**config.mk**
```make
export PLATFORM = sky130hd
export DESIGN_NAME = memref_port_arbiter_flat
export DESIGN_NICKNAME = d
export VERILOG_FILES = /design/src/rtl/memref_port_arbiter_if.sv /design/src/rtl/memref_port_arbiter.sv /design/src/flat_wrapper.sv
export SDC_FILE = /design/constraint.sdc
export NUM_CORES = 1
export LEC_CHECK = 0
export CAP_MARGIN = 20
export CORE_ASPECT_RATIO = 1.2
export CORE_UTILIZATION = 28
export DETAILED_ROUTE_END_ITERATION = 10
export HOLD_SLACK_MARGIN = 0.1
export PLACE_DENSITY = 0.93
export REMOVE_ABC_BUFFERS = 1
export SYNTH_ARGS = -nofsm -noshare
export SYNTH_HDL_FRONTEND = slang
export SYNTH_HIERARCHICAL = 1
export SYNTH_SLANG_ARGS = --single-unit
```
**constraint.sdc**
```tcl
create_clock -name clk -period 1.94 [get_ports clk]
set_input_delay 0.291 -clock clk [delete_from_list [all_inputs] [get_ports clk]]
set_output_delay 0.291 -clock clk [all_outputs]
set_load 0.01 [all_outputs]
```
**src/rtl/memref_port_arbiter_if.sv**
```systemverilog
// Requester-side and memory-side signals of the shared memref port.
// The arbiter takes the slave view; the kernels plus memory model together form the master view.
interface memref_port_arbiter_if #(
    parameter int WIDTH = 32,
    parameter int SIZE  = 64,
    parameter int NREQ  = 2,
    parameter int AW    = $clog2(SIZE)
);
    logic [NREQ-1:0]            req_en;
    logic [NREQ-1:0]            req_wr;
    logic [NREQ-1:0][AW-1:0]    req_addr;
    logic [NREQ-1:0][WIDTH-1:0] req_wdata;
    logic [NREQ-1:0]            gnt;
    logic [NREQ-1:0]            rsp_valid;
    logic [WIDTH-1:0]           rsp_data;
    logic [AW-1:0]              mem_addr;
    logic                       mem_rd_en;
    logic                       mem_wr_en;
    logic [WIDTH-1:0]           mem_wr_data;
    logic [WIDTH-1:0]           mem_rd_data;
    logic [15:0]                conflict_cnt;

    modport master (
        output req_en, req_wr, req_addr, req_wdata, mem_rd_data,
        input  gnt, rsp_valid, rsp_data, mem_addr, mem_rd_en, mem_wr_en, mem_wr_data,
               conflict_cnt
    );

    modport slave (
        input  req_en, req_wr, req_addr, req_wdata, mem_rd_data,
        output gnt, rsp_valid, rsp_data, mem_addr, mem_rd_en, mem_wr_en, mem_wr_data,
               conflict_cnt
    );
endinterface

```
**src/rtl/memref_port_arbiter.sv**
```systemverilog
// Round-robin arbiter sharing one single-port memref (1-cycle registered read) among
// NREQ requesters; read data is steered back by a 1-deep per-requester tag.

module memref_port_arbiter_lane (
    input  logic clk,
    input  logic rst,
    input  logic acc_rd,
    output logic rsp_vld
);
    logic [1:0] vld_pipe;

    assign vld_pipe[0] = acc_rd;

    always_ff @(posedge clk or posedge rst) begin
        if (rst) vld_pipe[1] <= 1'b0;
        else     vld_pipe[1] <= vld_pipe[0];
    end

    assign rsp_vld = vld_pipe[1];
endmodule

module memref_port_arbiter #(
    parameter int WIDTH = 32,
    parameter int SIZE  = 64,
    parameter int AW    = $clog2(SIZE),
    parameter int NREQ  = 2
) (
    input logic                 clk,
    input logic                 rst,
    memref_port_arbiter_if.slave bus
);
    localparam int PW = $clog2(NREQ);

    logic [PW-1:0]   rr_ptr;
    logic [PW-1:0]   win;
    logic            win_vld;
    logic [NREQ-1:0] rsp_vld;
    logic [15:0]     cnt;
    logic            multi;

    // Search starts one past the last winner so a held request waits at most NREQ-1 cycles.
    always_comb begin
        int idx;
        win     = '0;
        win_vld = 1'b0;
        idx     = 0;
        for (int k = 1; k <= NREQ; k++) begin
            idx = (int'(rr_ptr) + k) % NREQ;
            if (!win_vld && bus.req_en[PW'(idx)]) begin
                win_vld = 1'b1;
                win     = PW'(idx);
            end
        end
        if (rst) win_vld = 1'b0;
    end

    always_comb begin
        bus.gnt         = '0;
        bus.mem_addr    = '0;
        bus.mem_wr_data = '0;
        bus.mem_rd_en   = 1'b0;
        bus.mem_wr_en   = 1'b0;
        if (win_vld) begin
            bus.gnt[win]    = 1'b1;
            bus.mem_addr    = bus.req_addr[win];
            bus.mem_wr_data = bus.req_wdata[win];
            bus.mem_rd_en   = !bus.req_wr[win];
            bus.mem_wr_en   = bus.req_wr[win];
        end
    end

    always_ff @(posedge clk or posedge rst) begin
        if (rst)          rr_ptr <= PW'(NREQ - 1);
        else if (win_vld) rr_ptr <= win;
    end

    assign multi = $countones(bus.req_en) > 1;

    always_ff @(posedge clk or posedge rst) begin
        if (rst)                         cnt <= '0;
        else if (multi && cnt != 16'hFFFF) cnt <= cnt + 16'd1;
    end

    for (genvar i = 0; i < NREQ; i++) begin : g_lane
        memref_port_arbiter_lane u_lane (
            .clk     (clk),
            .rst     (rst),
            .acc_rd  (bus.gnt[i] & ~bus.req_wr[i]),
            .rsp_vld (rsp_vld[i])
        );
    end

    assign bus.rsp_valid    = rsp_vld;
    assign bus.rsp_data     = bus.mem_rd_data;
    assign bus.conflict_cnt = cnt;
endmodule

```
**src/flat_wrapper.sv**
```systemverilog
// flat-port wrapper written by rule: the top's interface ports become plain ports
module memref_port_arbiter_flat 
#(
    parameter int WIDTH = 32,
    parameter int SIZE  = 64,
    parameter int AW    = $clog2(SIZE),
    parameter int NREQ  = 2
)
  (clk, rst, bus_req_en, bus_req_wr, bus_req_addr, bus_req_wdata, bus_mem_rd_data, bus_gnt, bus_rsp_valid, bus_rsp_data, bus_mem_addr, bus_mem_rd_en, bus_mem_wr_en, bus_mem_wr_data, bus_conflict_cnt);
  memref_port_arbiter_if #(.WIDTH(WIDTH), .SIZE(SIZE), .NREQ(NREQ), .AW(AW)) bus_i ();
  input logic clk;
  input logic rst;
  input wire logic [$bits(bus_i.req_en)-1:0] bus_req_en;
  input wire logic [$bits(bus_i.req_wr)-1:0] bus_req_wr;
  input wire logic [$bits(bus_i.req_addr)-1:0] bus_req_addr;
  input wire logic [$bits(bus_i.req_wdata)-1:0] bus_req_wdata;
  input wire logic [$bits(bus_i.mem_rd_data)-1:0] bus_mem_rd_data;
  output wire logic [$bits(bus_i.gnt)-1:0] bus_gnt;
  output wire logic [$bits(bus_i.rsp_valid)-1:0] bus_rsp_valid;
  output wire logic [$bits(bus_i.rsp_data)-1:0] bus_rsp_data;
  output wire logic [$bits(bus_i.mem_addr)-1:0] bus_mem_addr;
  output wire logic [$bits(bus_i.mem_rd_en)-1:0] bus_mem_rd_en;
  output wire logic [$bits(bus_i.mem_wr_en)-1:0] bus_mem_wr_en;
  output wire logic [$bits(bus_i.mem_wr_data)-1:0] bus_mem_wr_data;
  output wire logic [$bits(bus_i.conflict_cnt)-1:0] bus_conflict_cnt;
  assign bus_i.req_en = bus_req_en;
  assign bus_i.req_wr = bus_req_wr;
  assign bus_i.req_addr = bus_req_addr;
  assign bus_i.req_wdata = bus_req_wdata;
  assign bus_i.mem_rd_data = bus_mem_rd_data;
  assign bus_gnt = bus_i.gnt;
  assign bus_rsp_valid = bus_i.rsp_valid;
  assign bus_rsp_data = bus_i.rsp_data;
  assign bus_mem_addr = bus_i.mem_addr;
  assign bus_mem_rd_en = bus_i.mem_rd_en;
  assign bus_mem_wr_en = bus_i.mem_wr_en;
  assign bus_mem_wr_data = bus_i.mem_wr_data;
  assign bus_conflict_cnt = bus_i.conflict_cnt;
  memref_port_arbiter #(.WIDTH(WIDTH), .SIZE(SIZE), .AW(AW), .NREQ(NREQ)) u_core (.clk(clk), .rst(rst), .bus(bus_i));
endmodule
```
==> flow_summary_export.csv, run 1 <==
group,metric,value,unit
route,vias,2071,
synthesis,synthDistinctLibCells,32,
sta,slew_headroom,0.7211,
route,post_drt_wl_per_cell,18.33,um
sta,final.period_utilization,1.015,
grt,grt_pass1_vias,2136,
place,port_buffers,141,
sta,post-route-min-period,1.969,ns
sta,tightest_slew,0.4161,ns
cells_and_area,fin_area,3374,sq um
grt,antenna_found_initial,0,
synthesis,ys_ff_latch,19,
grt,grt_pass1_wl,11450,um
clock_tree,cts_tree,"done",
route,vias_per_cell,4.873,
setup_path,worst-endpoint-required,1.65,ns
cells_and_area,drive_above_1_share,0.2682,
route,totalWireLength,7792,um
cells_and_area,final_cell_mix,"clkdlybuf4s50_1 (99), nor2_1 (46), mux2i_1 (31), buf_2 (23), dfrtp_1 (18)",
setup_path,crit_slowest_cell,"dfstp_2",
sta,setup_ws,-0.02949,ns
place,place_ws,-0.2087,ns
place,place_congestion,0.9819,
setup_path,worstPathCellList,"buf_12 -> buf_8 -> buf_6 -> buf_6 -> mux2i_1 -> nor2_1 -> buf_2",
cells_and_area,final_common_cell,"clkdlybuf4s50_1",
die,die_area,6756,sq um
synthesis,synthCells,211,
synthesis,ys_seq_area_frac,0.2648,
route,drt_iter0_drc,73,
setup_path,cpMostUsedCell,"buf_6",
route,ant_nets,0,
grt,grt_usage,0.2295,
place,placed_area,3102,sq um
setup_path,max_stage_delay,0.58,ns
clock_tree,root_buffer,"clkbuf_8",
place,dpl.hpwl,5788,um
cells_and_area,nNetsFinal,459,
clock_tree,ctsHtreeMaxLevel,1,
run_status,violations,"setup timing",
sta,tns,-0.03777,ns
clock_tree,ctsHoldBuffers,0,
pwr,p_per_area,924.3,nW/um^2
clock_tree,cts.clk_slew.worst_paths,0.07,ns
pwr,p_leak,0.001572,uW
die,io_pins,206,
cells_and_area,num_antenna_cells,0,
sta,hold_ws,0.3310,ns
setup_path,critPathArrivalTime,1.68,ns
sta,clock.fmax,507.7,MHz
clock_tree,cts_max_path_buffers,2,
setup_path,critPathKind,"reg2out",
sta,finClkSkew,0.007393,ns
sta,final-setup-viol-count,2,
die,fp.dieH,89.84,um
job,drv_cap,0,
die,fp-row-count,31,
clock_tree,clock_latency,0.26,ns
grt,grt_max_degree,23,
route,dr.pass1.iters,4,
die,core_area,6128,sq um
route,drcViolationCount,0,
die,die_w,75.20,um
synthesis,synth_area,1800,sq um
sta,rsz0062_at_grt,"yes",
synthesis,synth_warnings,6,
setup_path,end_kind,"output port",
min_path,hold_path.class,"in2async",
clock_tree,cts.sinks,19,
cells_and_area,utilization,0.5506,
cells_and_area,syn2layout_area_growth,87.42,%
sta,hold_viol,0,
sta,maxSlewViolCount,0,
die,initial_core_util,0.2938,
setup_path,cp-start-kind,"flip-flop",
pwr,peakVddDrop,0.4114,mV
setup_path,crit_path_max_fanout,6,
grt,grt-ovfl-total,0,
run_status,status,"finished, violations left",
synthesis,postSynthAreaPerCell,8.533,sq um
clock_tree,numCtsBuffers,3,
## sequential cells by signal (all words and copies together) (netlist names)
name / count
u_core/g_lane.u_lane/rsp_vld: 2
u_core/bus.conflict_cnt: 16
u_core/rr_ptr: 1
## layout make-up
cell class                      count  area (sq um)
Clock inverter                      1         5.005
Fill cell                         569          2754
Inverter                            5         18.77
Multi-Input combinational cell    144          1066
Timing Repair Buffer              171          1664
Sequential cell                    19         476.7
Tap cell                           82         102.6
Clock buffer                        3         41.29
## synthesized netlist by cell type, drive strengths merged
cell type | count | area [sq um]
mux2 | 1 | 15.01
xor2 | 1 | 8.760
inv | 5 | 18.77
nand3 | 8 | 57.56
a21oi | 5 | 25.02
dfrtp | 18 | 450.4
ha | 1 | 12.51
clkbuf | 5 | 18.77
nand2 | 7 | 26.28
and2 | 3 | 21.27
and4 | 2 | 20.02
a31oi | 6 | 52.55
nor3 | 4 | 30.03
nand4 | 3 | 18.77
or2 | 1 | 6.260
nand4b | 2 | 17.52
nor2 | 47 | 192.7
buf | 38 | 279.0
xnor2 | 9 | 78.83
and3 | 5 | 33.78
dfstp | 1 | 26.28
mux2i | 39 | 390.4
## path summary, 6_finish.rpt
path	endpoint	from	depth (start not counted)	slack [ns]
min in group clk	u_core/bus.conflict_cnt[10]$_DFFE_PP0P_	u_core/bus.conflict_cnt[10]$_DFFE_PP0P_	1	0.52
worst min-delay path	u_core/g_lane[1].u_lane/rsp_vld$_DFF_PP0_	rst	3	0.33
worst min register to register	u_core/bus.conflict_cnt[10]$_DFFE_PP0P_	u_core/bus.conflict_cnt[10]$_DFFE_PP0P_	1	0.52
worst max register to register	u_core/bus.conflict_cnt[4]$_DFFE_PP0P_	u_core/bus.conflict_cnt[0]$_DFFE_PP0P_	5	0.21
worst max-delay path	bus_mem_wr_data[18]	u_core/rr_ptr$_DFFE_PP1P_	7	-0.03
max in group asynchronous	u_core/rr_ptr$_DFFE_PP1P_	rst	4	1.14
## logic make-up after synthesis
| group | share of synthesized area |
|---|---|
| DFF | 0.2648 |
| muxes | 0.2252 |
| AOI/OAI and AO/OA | 0.04308 |
| and+or+nand+nor | 0.2356 |
| adders and majority gates | 0.006948 |
| xor gates and xnor gates | 0.04865 |
| buffers and inverters | 0.1758 |
## routing by layer
| layer | global-route usage | vias to the layer above | part of all wire |
|---|---|---|---|
| met5 | 0.02564 | - | 0 |
| li1 | - | 948 | - |
| met3 | 0.1289 | 5 | 0.14 |
| met2 | 0.3408 | 174 | 0.44 |
| met1 | 0.2842 | 944 | 0.41 |
| met4 | 0.05401 | 0 | 0.0078 |
## per-stage QoR
step	cells	total power, uW
finish	425	3119
CTS	422	3045
global route	425	3296
detailed placement	399	2087
global placement	399	2055
floorplan	168	1371
## critical path, delay by kind of cell, from the launching register on
kind / cells / cell delay, ns
simple gates: 1 / 0.07
flops: 1 / 0.58
mux: 1 / 0.19
buf+inv: 5 / 0.58
## power by group
group	leakage, uW	switching (uW)	internal [uW]
sequential	0.000248	127	485
clock	0.0000255	136	143
combinational	0.00130	833	1390
total	0.00157	1100	2020
## repair_timing
action                     4_1_cts  5_1_grt
cloned                           5        0
setup endpoints to repair       42       30
resized for setup              135       31
buffers inserted                14        4
pin swaps                        2        4
No activity file was read; power rests on OpenSTA's default activity.
==> inputs of run 2 (changes only) <==
--- a/config.mk
+++ b/config.mk
@@ -6,7 +6,6 @@
 export NUM_CORES = 1
 export LEC_CHECK = 0
 export CAP_MARGIN = 20
-export CORE_ASPECT_RATIO = 1.2
 export CORE_UTILIZATION = 28
 export DETAILED_ROUTE_END_ITERATION = 10
 export HOLD_SLACK_MARGIN = 0.1
==> run 2 against run 1 <==
- the flow now finishes without violations
- combinational power decreased by 17%
- non-clock buffer count down 5
- worst setup slack improved by 0.075 ns
- power down 12%
- cell area fell by 2.6%
- via count down 5.1%
- die area is essentially flat
- largest cell class unchanged
==> flow_summary_export.csv, run 2 (same netlist as run 1, synthesis figures left out) <==
group,metric,value,unit
run_status,status,"completed",
route,dr.pass1.iters,4,
cells_and_area,nNetsFinal,454,
setup_path,worst-endpoint-required,1.65,ns
pwr,p_leak,0.001500,uW
cells_and_area,drive_above_1_share,0.2041,
cells_and_area,fillers,547,
sta,post-route-min-period,1.895,ns
route,ant_nets,0,
place,port_buffers,141,
die,die_w,82.19,um
grt,grt_usage,0.2444,
die,initial_core_util,0.2971,
job,drv_cap,0,
sta,tightest_slew,0.3135,ns
pwr,total_power,2751,uW
grt,grt-ovfl-total,0,
setup_path,cp-start-kind,"flip-flop",
clock_tree,ctsHtreeMaxLevel,1,
setup_path,critPathArrivalTime,1.60,ns
grt,grt_pass1_vias,1881,
sta,finClkSkew,0.002893,ns
grt,antenna_found_initial,1,
route,vias,1965,
sta,slew_headroom,0.7905,
pwr,peakVddDrop,0.4152,mV
route,post_drt_wl_per_cell,20.44,um
clock_tree,numCtsBuffers,3,
route,drt_iter0_drc,71,
setup_path,max_stage_delay,0.57,ns
die,fp-row-count,28,
clock_tree,cts.sinks,19,
sta,rsz0062_at_grt,"yes",
cells_and_area,final_cell_mix,"clkdlybuf4s50_1 (99), nor2_1 (46), mux2i_1 (31), dfrtp_1 (18), clkdlybuf4s15_1 (17)",
route,totalWireLength,8440,um
grt,grt_pass1_wl,11390,um
place,place_inst,401,
route,drcViolationCount,0,
cells_and_area,largest_reg_flops,16,
place,placed_area,3161,sq um
sta,hold_viol,0,
grt,grt_max_degree,44,
clock_tree,ctsHoldBuffers,0,
setup_path,crit_slowest_cell,"dfstp_2",
setup_path,crit_path_max_fanout,6,
cells_and_area,fin_area,3287,sq um
pwr,p_per_area,836.8,nW/um^2
sta,clock.fmax,527.7,MHz
clock_tree,root_buffer,"clkbuf_8",
place,place_congestion,0.8821,
setup_path,crit_buf_inv,2,
setup_path,worstPathCellList,"bufbuf_16 -> mux2i_1 -> nor2_1 -> dlygate4sd2_1",
sta,maxSlewViolCount,0,
clock_tree,cts_tree,"done",
clock_tree,cts_max_path_buffers,2,
setup_path,end_kind,"output port",
cells_and_area,syn2layout_area_growth,82.56,%
cells_and_area,num_antenna_cells,0,
cells_and_area,fin_cells,413,
min_path,hold_path.class,"in2async",
clock_tree,clock_latency,0.25,ns
sta,final-setup-viol-count,0,
place,dpl.hpwl,7279,um
cells_and_area,final_common_cell,"clkdlybuf4s50_1",
sta,hold_ws,0.3751,ns
die,die_area,6755,sq um
clock_tree,cts.clk_slew.worst_paths,0.07,ns
sta,final.period_utilization,0.9768,
die,fp.dieH,82.19,um
die,io_pins,206,
sta,tns,0,ns
setup_path,cp_top_family,"flip-flops",
route,vias_per_cell,4.758,
setup_path,critPathKind,"reg2out",
die,core_area,6061,sq um
==> run 2: worst paths after layout <==
path	cells past startpoint	end	slack (ns)	from
setup / recovery	4	bus_mem_addr[3]	0.05	u_core/rr_ptr$_DFFE_PP1P_
hold / removal	3	u_core/g_lane[1].u_lane/rsp_vld$_DFF_PP0_	0.38	rst
setup reg to reg	5	u_core/bus.conflict_cnt[4]$_DFFE_PP0P_	0.27	u_core/bus.conflict_cnt[0]$_DFFE_PP0P_
hold reg to reg	1	u_core/bus.conflict_cnt[10]$_DFFE_PP0P_	0.51	u_core/bus.conflict_cnt[10]$_DFFE_PP0P_
max in group asynchronous	4	u_core/bus.conflict_cnt[1]$_DFFE_PP0P_	1.20	rst
min in group clk	1	u_core/bus.conflict_cnt[10]$_DFFE_PP0P_	0.51	u_core/bus.conflict_cnt[10]$_DFFE_PP0P_
==> run 2: power breakdown <==
part	switching [uW]	leakage [uW]	internal [uW]	total, uW
logic	725	0.00123	1140	1860
clock network	127	0.0000228	146	273
registers	128	0.000248	486	614
==> run 2: worst min-delay path, stage by stage <==
cell,delay [ns]
clkdlybuf4s50_1,0.45
buf_4,0.16
inv_1,0.05
==> run 2: layout make-up <==
| cell class | instances | area, sq um | share of cell area |
|---|---|---|---|
| Timing Repair Buffer | 166 | 1589 | 0.4834 |
| Multi-Input combinational cell | 144 | 1064 | 0.3236 |
| Sequential cell | 19 | 476.7 | 0.1450 |
| Tap cell | 75 | 93.84 | 0.02855 |
| Clock buffer | 4 | 45.04 | 0.01370 |
| Inverter | 5 | 18.77 | 0.005710 |
==> run 2: layer usage <==
metal | track usage | routed length [um]
met4 | 0.05263 | 129
met1 | 0.2294 | 2652
met3 | 0.1308 | 1328
met2 | 0.4554 | 4243
met5 | 0.07500 | 87
==> run 2: what timing repair did <==
action                                 in CTS  in global routing
setup endpoints to repair                  42                 34
gates cloned                                1                  0
endpoints found under the hold margin       0                  0
resized for setup                          79                 51
buffers inserted                            5                  2
==> run 2: metrics by stage <==
stage	utilization	worst slack, ns
final	0.5423	0.04503
after global placement	0.5215	-0.2605
after floorplan	-	-0.1416
after detailed placement	0.5215	-0.2848
after global routing	0.5423	-0.02739
after CTS	0.5394	-0.002726
